[config.mk]
export PLATFORM = sky130hd
export DESIGN_NAME = operand_fetch_sequencer
export DESIGN_NICKNAME = d
export VERILOG_FILES = /design/src/rtl/operand_fetch_sequencer.sv
export SDC_FILE = /design/constraint.sdc
export NUM_CORES = 1
export LEC_CHECK = 0
export BUFFER_PORTS_ARGS = -buffer_cell sky130_fd_sc_hd__buf_4
export CORE_MARGIN = 3
export CORE_UTILIZATION = 58
export DETAILED_ROUTE_END_ITERATION = 8
export PLACE_DENSITY_LB_ADDON = 0.1
export REMOVE_ABC_BUFFERS = 1
export SYNTH_ARGS = -nofsm -noshare
export SYNTH_HDL_FRONTEND = slang
export SYNTH_SLANG_ARGS = --single-unit
[constraint.sdc]
create_clock -name clk -period 13.9 [get_ports clk]
set_input_delay 1.39 -clock clk [delete_from_list [all_inputs] [get_ports clk]]
set_output_delay 1.39 -clock clk [all_outputs]
set_load 0.02 [all_outputs]
[src/rtl/operand_fetch_sequencer.sv]
// Operand fetch sequencer: drives the two register-file read ports, builds operand 2,
// and inserts a second read cycle for stores that need more than two register reads.
module operand_fetch_sequencer #(
  parameter int DATA_W  = 32,
  parameter bit ZERO_G0 = 1'b1
) (
  input  logic              clk,
  input  logic              reset,
  input  logic              instr_valid,
  input  logic [31:0]       instr,
  output logic              instr_ready,
  input  logic              flush,
  output logic [4:0]        rf_addr_a,
  output logic [4:0]        rf_addr_b,
  input  logic [DATA_W-1:0] rf_data_a,
  input  logic [DATA_W-1:0] rf_data_b,
  output logic              op_valid,
  input  logic              op_ready,
  output logic [31:0]       op_instr,
  output logic [DATA_W-1:0] op_a,
  output logic [DATA_W-1:0] op_b,
  output logic [DATA_W-1:0] op_st_lo,
  output logic [DATA_W-1:0] op_st_hi
);

  typedef enum logic {FETCH, EXTRA} state_t;

  function automatic logic is_store(input logic [31:0] w);
    return (w[31:30] == 2'b11) && (w[24:23] == 2'b00) && w[21];
  endfunction

  function automatic logic is_std(input logic [31:0] w);
    return is_store(w) && (w[24:19] == 6'h07);
  endfunction

  function automatic logic signed [DATA_W-1:0] sext13(input logic signed [12:0] v);
    return DATA_W'(v);
  endfunction

  function automatic logic [DATA_W-1:0] port_data(input logic [4:0] addr,
                                                  input logic [DATA_W-1:0] data);
    return (ZERO_G0 && addr == 5'd0) ? '0 : data;
  endfunction

  state_t            state;
  logic [31:0]       hold_instr_p0;
  logic [DATA_W-1:0] hold_a_p0;
  logic [DATA_W-1:0] hold_b_p0;

  logic [4:0]        rs1, rs2, rd, hold_rd;
  logic              store, two_cycle, hold_std, accept;
  logic [DATA_W-1:0] da, db, op2;

  assign rs1       = instr[18:14];
  assign rs2       = instr[4:0];
  assign rd        = instr[29:25];
  assign hold_rd   = hold_instr_p0[29:25];
  assign hold_std  = is_std(hold_instr_p0);
  assign store     = is_store(instr);
  assign two_cycle = is_std(instr) || (store && !instr[13]);

  // EXTRA re-aims both ports at the store data pair of the held instruction
  always_comb begin
    rf_addr_a = rs1;
    rf_addr_b = (store && !two_cycle) ? rd : rs2;
    if (state == EXTRA) begin
      rf_addr_a = hold_rd;
      rf_addr_b = hold_rd | 5'd1;
    end
  end

  assign da = port_data(rf_addr_a, rf_data_a);
  assign db = port_data(rf_addr_b, rf_data_b);

  always_comb begin
    case (instr[31:30])
      2'b00:   op2 = {instr[21:0], 10'b0};
      2'b01:   op2 = {instr[29:0], 2'b00};
      default: op2 = instr[13] ? sext13(instr[12:0]) : db;
    endcase
  end

  assign instr_ready = (state == FETCH) && !flush && (!op_valid || op_ready);
  assign accept      = instr_valid && instr_ready;

  always_ff @(posedge clk or posedge reset) begin
    if (reset) begin
      state         <= FETCH;
      op_valid      <= 1'b0;
      op_instr      <= '0;
      op_a          <= '0;
      op_b          <= '0;
      op_st_lo      <= '0;
      op_st_hi      <= '0;
      hold_instr_p0 <= '0;
      hold_a_p0     <= '0;
      hold_b_p0     <= '0;
    end else if (flush) begin
      state    <= FETCH;
      op_valid <= 1'b0;
    end else if (state == EXTRA) begin
      // second read cycle: bundle completes from the held operands plus store data
      op_instr <= hold_instr_p0;
      op_a     <= hold_a_p0;
      op_b     <= hold_b_p0;
      op_st_lo <= da;
      op_st_hi <= hold_std ? db : '0;
      op_valid <= 1'b1;
      state    <= FETCH;
    end else if (accept) begin
      if (two_cycle) begin
        hold_instr_p0 <= instr;
        hold_a_p0     <= da;
        hold_b_p0     <= op2;
        op_valid      <= 1'b0;
        state         <= EXTRA;
      end else begin
        op_instr <= instr;
        op_a     <= da;
        op_b     <= op2;
        op_st_lo <= store ? db : '0;
        op_st_hi <= '0;
        op_valid <= 1'b1;
      end
    end else if (op_ready) begin
      op_valid <= 1'b0;
    end
  end

endmodule
==> results of run 1 <==
[cell usage in the layout (no fill, tap or decap), types with 15 or more instances in the layout]
cell | synthesis | layout
buf_4 | 1 | 281
dfrtp_1 | 258 | 257
nand2_1 | 224 | 223
nor2_1 | 97 | 96
o21ai_0 | 81 | 81
nand3_1 | 76 | 76
a31oi_1 | 63 | 63
mux2i_1 | 37 | 37
inv_1 | 37 | 35
and2_1 | 36 | 35
a22o_1 | 34 | 34
a221o_1 | 32 | 32
a21oi_1 | 27 | 27
clkbuf_16 | 0 | 27
a22oi_1 | 15 | 15
o211ai_1 | 15 | 15
[stage by stage]
| stage | setup WS, ns | hold slack [ns] | cell area (sq um) | util | power, mW |
|---|---|---|---|---|---|
| global route | 8.60 | 0.491 | 14700 | 0.748 | 2.02 |
| finish | 8.81 | 0.473 | 14700 | 0.748 | 1.95 |
| CTS | 8.89 | 0.473 | 14700 | 0.748 | 1.95 |
| detailed placement | 8.39 | 0.459 | 13800 | 0.702 | 1.22 |
| global placement | 8.48 | 0.453 | 13800 | 0.702 | 1.21 |
| floorplan | 5.41 | 0.441 | 11300 | - | 1.05 |
[worst register-to-register path, cell delays in order, from the launching register on]
cell,delay [ns]
dfrtp_4,0.47
inv_2,0.70
nand4_1,0.50
nor2_1,0.98
nand3_1,1.14
o21ai_0,0.54
[flip-flops by register name (all words and copies together), names as in the netlist]
register and cells:
hold_a_p0 32, hold_instr_p0 32, op_instr 32, op_st_lo 32, hold_b_p0 32, op_a 32
op_valid 1, op_b 32, op_st_hi 32, state 1
[cells in the mapped netlist, drive strengths merged]
cell type,number
a222oi,12
o22ai,4
buf,31
and3,4
mux2i,37
or3,1
a21o,2
nand4bb,1
and4b,1
a31oi,64
a2111oi,1
and4,1
a22o,34
a221oi,1
mux2,11
a211oi,4
nor2,97
nor3,5
nand2,224
o211ai,17
o32a,1
a21oi,27
o21ai,85
or4,3
and4bb,1
nand4,4
nand2b,7
o31ai,5
dfrtp,258
nor2b,4
and2,36
a31o,1
nand4b,2
or2,2
clkbuf,70
o41ai,1
nand3,76
a22oi,15
a221o,32
inv,38
[cells by family after synthesis]
| group | share of synthesized area |
|---|---|
| simple gates | 0.176 |
| compound gates | 0.181 |
| flops | 0.551 |
| buf+inv | 0.0501 |
| mux | 0.0422 |
[how the worst min path moves through the flow]
stage | from | end | slack [ns] | cells after the start
final | hold_instr_p0[9]$_DFFE_PP0P_ | hold_instr_p0[9]$_DFFE_PP0P_ | 0.47 | 2
after CTS | hold_b_p0[22]$_DFFE_PP0P_ | hold_b_p0[22]$_DFFE_PP0P_ | 0.47 | 2
after global routing | hold_b_p0[22]$_DFFE_PP0P_ | hold_b_p0[22]$_DFFE_PP0P_ | 0.49 | 2
after detailed placement | hold_b_p0[22]$_DFFE_PP0P_ | hold_b_p0[22]$_DFFE_PP0P_ | 0.46 | 2
after global placement | hold_b_p0[22]$_DFFE_PP0P_ | hold_b_p0[22]$_DFFE_PP0P_ | 0.45 | 2
after floorplan | hold_b_p0[14]$_DFFE_PP0P_ | hold_b_p0[14]$_DFFE_PP0P_ | 0.44 | 2
[final cells by class]
type | count | area, sq um | share of cell area
multi-input combinational | 823 | 4740 | 0.322
tap | 265 | 332 | 0.0225
clock buffer | 45 | 843 | 0.0573
clock inverter | 4 | 70.1 | 0.00476
sequential | 258 | 6460 | 0.439
inverter | 38 | 153 | 0.0104
timing repair buffer | 281 | 2110 | 0.143
[routing by layer]
metal | up-vias | wire (um) | global-route usage
li1 | 4720 | - | -
met1 | 5208 | 14300 | 0.453
met2 | 559 | 16900 | 0.503
met3 | 80 | 3480 | 0.0625
met4 | 0 | 1170 | 0.102
met5 | - | 0 | 0
[report_power, final]
part / leakage (nW) / switching (mW) / internal, mW
Sequential: 3.36 / 0.0459 / 0.826
Clock: 0.450 / 0.292 / 0.447
Combinational: 3.51 / 0.202 / 0.135
==> qor.txt, run 1 <==
Outcome = complete, no violations
CP required = 12.51 ns
CP Depth = 6
Post-detail-place hpwl = 22,500 um
Final Cycle Share = 0.366
RSZ-0062 raised after global routing = false
Critical path startpoint category = primary input
DRT iter0 DRCs = 946
Min cycle time layout = 5.09 ns
Crit path kind = primary input to output pin
Rel. slew slack = 0.217
CP endpoint = rf_addr_b[4]
CP dominant cell by count = buf_4
CP max stage delay = 0.63 ns
Worst Max-Slew Pin Slew = 1.17 ns
Pre-antenna DRT Iters = 6
Delay-heaviest family, CP = simple AND/OR/NAND/NOR gates
Via/cell ratio = 6.17
Reg clk slew, reported paths = 0.06 ns
P_leak = 7.31 nW
Final cell count without fillers = 1,714
CP startpoint = instr[31]
Worst setup EP type = output pin
Arrival @ worst endpoint = 3.70 ns
Yosys cell types = 51
Leading area contributor after synthesis = dfrtp_1
Die area = 21,900 sq um
CP bufs+invs = 2
Largest net degree at the start of global routing = 100
# DRC = 0
Hold_buf cts = 0
Final #Nets = 1,530
Pins Over Slew Limit = 0
Power per cell area = 132 nW/um^2
Mapped Cells = 1,220
R2R Path End = op_b[9]$_DFFE_PP0P_
I/O Pins = 273
# placed instances = 1,665
Worst reg-to-reg setup slack = 9.44 ns
Peak VDD IR = 0.0000966 V
Initial Utilization = 0.596
Share of layout cells above drive strength 1 = 0.244
PortBufs = 272
CTS Buf Count = 27
Layout area overhead = 25.5%
FF-to-FF path depth = 5
Via count = 10,567
Synth top area share = 0.551
Final Hold Viols = 0
Horiz. Die Dim = 148 um
Critical-path maximum fanout = 53
CTS Sinks = 258
Cell area after synthesis = 11,700 sq um
Final wirelength = 35,900 um
Max Cap Viol = 0
Final setup viols = 0
Synth area leaders = dfrtp_1, nand2_1, o21ai_0, a31oi_1, nand3_1
FILL cells = 1,500
Core Region = 19,700 sq um
CTS max path bufs = 3
Slowest stage cell, crit path = nand4_1
Max Freq = 0.196 GHz
H-tree level count = 1
Sequential share of the synthesized area = 0.551
Final Skew = 0.0108 ns
R2r startpoint = state$_DFF_PP0_
Gr usage total = 0.319
Antenna Cells = 0
Routability congestion estimate = 0.856
Path type of the worst min-delay path = flop to flop
Syn avg cell area = 9.60 sq um
Flop and latch count out of synthesis = 258
Total congestion overflow = 0
Row count = 51
Ys Warns = 0
Global-route wire length before repair = 56,200 um
Root Buffer = clkbuf_16
CTS tree = done
Initial antenna violation count = 0
Die Height = 148 um
# resized after CTS = 0
Routed Antenna Nets = 0
Sequence of cells on the critical path = buf_4 -> and4bb_2 -> nand4_1 -> o31ai_2 -> a21oi_1 -> buf_4
Vias in the first global route = 9,987
Setup tns final = 0 ns
Setup Buffers After CTS = 0
Wirelength per Cell = 20.9 um
Worst-Skew Late Latency = 0.53 ns
Power figures use the tool's default switching activity.
==> run 2: changes to the inputs <==
--- a/config.mk
+++ b/config.mk
@@ -7,7 +7,7 @@
 export LEC_CHECK = 0
 export BUFFER_PORTS_ARGS = -buffer_cell sky130_fd_sc_hd__buf_4
 export CORE_MARGIN = 3
-export CORE_UTILIZATION = 58
+export CORE_UTILIZATION = 54
 export DETAILED_ROUTE_END_ITERATION = 8
 export PLACE_DENSITY_LB_ADDON = 0.1
 export REMOVE_ABC_BUFFERS = 1
==> constraint.sdc (replaced) <==
create_clock -name clk -period 5.1 [get_ports clk]
set_input_delay 0.51 -clock clk [delete_from_list [all_inputs] [get_ports clk]]
set_output_delay 0.51 -clock clk [all_outputs]
set_load 0.02 [all_outputs]
==> run 2 against run 1 <==
Critical path depth decreased by 1. Largest cell class unchanged. Register-to-register slack lost 7.7 ns. Clock skew is 0.0091 ns higher. Design area up 1.1%. Total power grew to 2.8 times the previous value. Clock power grew to 3.0 times the previous value. Flip-flop and latch count unchanged. Via count down 1.9%. Utilization is 4.6 points lower. Sequential power rose to 2.7 times the previous value. Final cell count rose by 0.99%. Die area grew 7.1%.
==> qor.txt, run 2 (synthesized netlist as in run 1, its figures left out) <==
Horiz. Die Dim = 153 um (was 148 um)
# resized after CTS = 0 (unchanged)
Final Hold Viols = 0 (unchanged)
FILL cells = 1,652 (was 1,500)
Pins Over Slew Limit = 0 (unchanged)
Critical-path maximum fanout = 56 (was 53)
Peak VDD IR = 0.000263 V (was 0.0000966 V)
Worst setup EP type = flop (was output pin)
CP bufs+invs = 2 (unchanged)
Gr usage total = 0.301 (was 0.319)
Core Region = 21,200 sq um (was 19,700 sq um)
Via count = 10,367 (was 10,567)
Max Cap Viol = 0 (unchanged)
Worst reg-to-reg setup slack = 1.74 ns (was 9.44 ns)
CP startpoint = state$_DFF_PP0_ (was instr[31])
Worst-Skew Late Latency = 0.54 ns (was 0.53 ns)
Share of layout cells above drive strength 1 = 0.253 (was 0.244)
Min cycle time layout = 3.36 ns
Die area = 23,500 sq um (was 21,900 sq um)
Row count = 53 (was 51)
Crit path kind = flop to flop (was primary input to output pin)
Antenna Cells = 0 (unchanged)
R2r startpoint = state$_DFF_PP0_ (unchanged)
Wirelength per Cell = 20.9 um (about the same)
Routability congestion estimate = 0.858 (was 0.856)
Setup WS post-layout = 1.74 ns (was 8.81 ns)
Final #Nets = 1,537 (was 1,530)
Slowest stage cell, crit path = dfrtp_4 (was nand4_1)
# placed instances = 1,682 (was 1,665)
# DRC = 0 (unchanged)
Worst Max-Slew Pin Slew = 1.08 ns (was 1.17 ns)
RSZ-0062 raised after global routing = false (unchanged)
Root Buffer = clkbuf_16 (unchanged)
Final setup viols = 0 (unchanged)
Outcome = complete, no violations (unchanged)
Final cell count without fillers = 1,731 (was 1,714)
Total power = 5.49 mW (was 1.95 mW)
Via/cell ratio = 5.99 (was 6.17)
CP dominant cell by count = buf_4 (unchanged)
Pre-CTS WS = 1.70 ns (was 8.39 ns)
Sequence of cells on the critical path = buf_4 -> nand2_1 -> nor3_2 -> buf_4 -> a22o_1 (was buf_4 -> and4bb_2 -> nand4_1 -> o31ai_2 -> a21oi_1 -> buf_4)
Final Cycle Share = 0.659
Routed Antenna Nets = 0 (unchanged)
Global-route wire length before repair = 57,000 um (was 56,200 um)
Arrival @ worst endpoint = 3.83 ns (was 3.70 ns)
I/O Pins = 273 (unchanged)
Hold_buf cts = 0 (unchanged)
Power per cell area = 369 nW/um^2 (was 132 nW/um^2)
Path type of the worst min-delay path = primary input to asynchronous set/reset pin (was flop to flop)
Pre-antenna DRT Iters = 5 (was 6)
Total congestion overflow = 0 (unchanged)
Post-detail-place hpwl = 23,000 um (was 22,500 um)
Final wirelength = 36,200 um (was 35,900 um)
Reg clk slew, reported paths = 0.06 ns (about the same)
Final Skew = 0.0199 ns (was 0.0108 ns)
Setup Buffers After CTS = 0 (unchanged)
DRT iter0 DRCs = 853 (was 946)
Most common cell after layout, fill and taps aside = buf_4 (unchanged)
Vias in the first global route = 10,164 (was 9,987)
P_leak = 7.37 nW (was 7.31 nW)
Die Height = 153 um (was 148 um)
CP max stage delay = 0.93 ns (was 0.63 ns)
PortBufs = 272 (unchanged)
CP required = 5.56 ns (was 12.51 ns)
CTS Buf Count = 27 (unchanged)
CTS max path bufs = 3 (unchanged)
CTS Sinks = 258 (unchanged)
Initial Utilization = 0.554 (was 0.596)
Critical path startpoint category = flop (was primary input)
Largest net degree at the start of global routing = 122 (was 100)
CTS tree = done (unchanged)
H-tree level count = 1 (unchanged)
Max Freq = 0.297 GHz
Delay-heaviest family, CP = simple AND/OR/NAND/NOR gates (unchanged)
Most frequent cells in the layout = buf_4, dfrtp_1, nand2_1 (unchanged)
Initial antenna violation count = 0 (unchanged)
Rel. slew slack = 0.279 (was 0.217)
Layout area overhead = 26.9% (was 25.5%)
run 2: path summary, 6_finish.rpt:
| kind | to | depth (start not counted) |
|---|---|---|
| setup / recovery | op_st_hi[29]$_DFFE_PP0P_ | 5 |
| hold / removal | op_st_lo[20]$_DFFE_PP0P_ | 2 |
| setup reg to reg | op_st_hi[29]$_DFFE_PP0P_ | 5 |
| hold reg to reg | hold_a_p0[23]$_DFFE_PP0P_ | 2 |
| max in group asynchronous | op_st_lo[11]$_DFFE_PP0P_ | 3 |
| min in group clk | op_valid$_DFFE_PP0P_ | 2 |
run 2: worst reg2reg max path: stages, from the launching register on:
cell	delay, ns
dfrtp_4	0.93
buf_4	0.56
nand2_1	0.23
nor3_2	0.92
buf_4	0.45
a22o_1	0.21
run 2: area by class of cell:
| class | count | area, sq um | area share |
|---|---|---|---|
| clock buffers | 29 | 693 | 0.0466 |
| clock inverters | 20 | 299 | 0.0201 |
| inverters | 38 | 153 | 0.0103 |
| multi-input cells | 823 | 4740 | 0.319 |
| flip-flops and latches | 258 | 6460 | 0.435 |
| well taps | 275 | 344 | 0.0231 |
| repair buffers | 288 | 2170 | 0.146 |
run 2: where the power goes:
| part | internal, mW | switching [mW] | leakage, nW | total [mW] |
|---|---|---|---|---|
| logic | 0.371 | 0.551 | 3.54 | 0.922 |
| clock network | 1.34 | 0.850 | 0.473 | 2.19 |
| registers | 2.25 | 0.123 | 3.36 | 2.37 |
| total | 3.96 | 1.52 | 7.37 | 5.49 |
run 2: routing by layer:
metal / up-vias / track usage / part of all wire
met5: - / 0 / 0
met4: 0 / 0.0827 / 0.027
met3: 64 / 0.0612 / 0.086
met2: 440 / 0.478 / 0.47
met1: 5136 / 0.427 / 0.42
li1: 4727 / - / -
run 2: through the flow:
stage	instance area (sq um)	hold WS, ns	util	setup TNS [ns]
after global placement	13900	0.457	0.656	0
after CTS	14900	0.173	0.703	0
final	14900	0.144	0.703	0
after floorplan	11300	0.441	-	-902.60
after global routing	14900	0.171	0.703	0
after detailed placement	13900	0.462	0.656	0
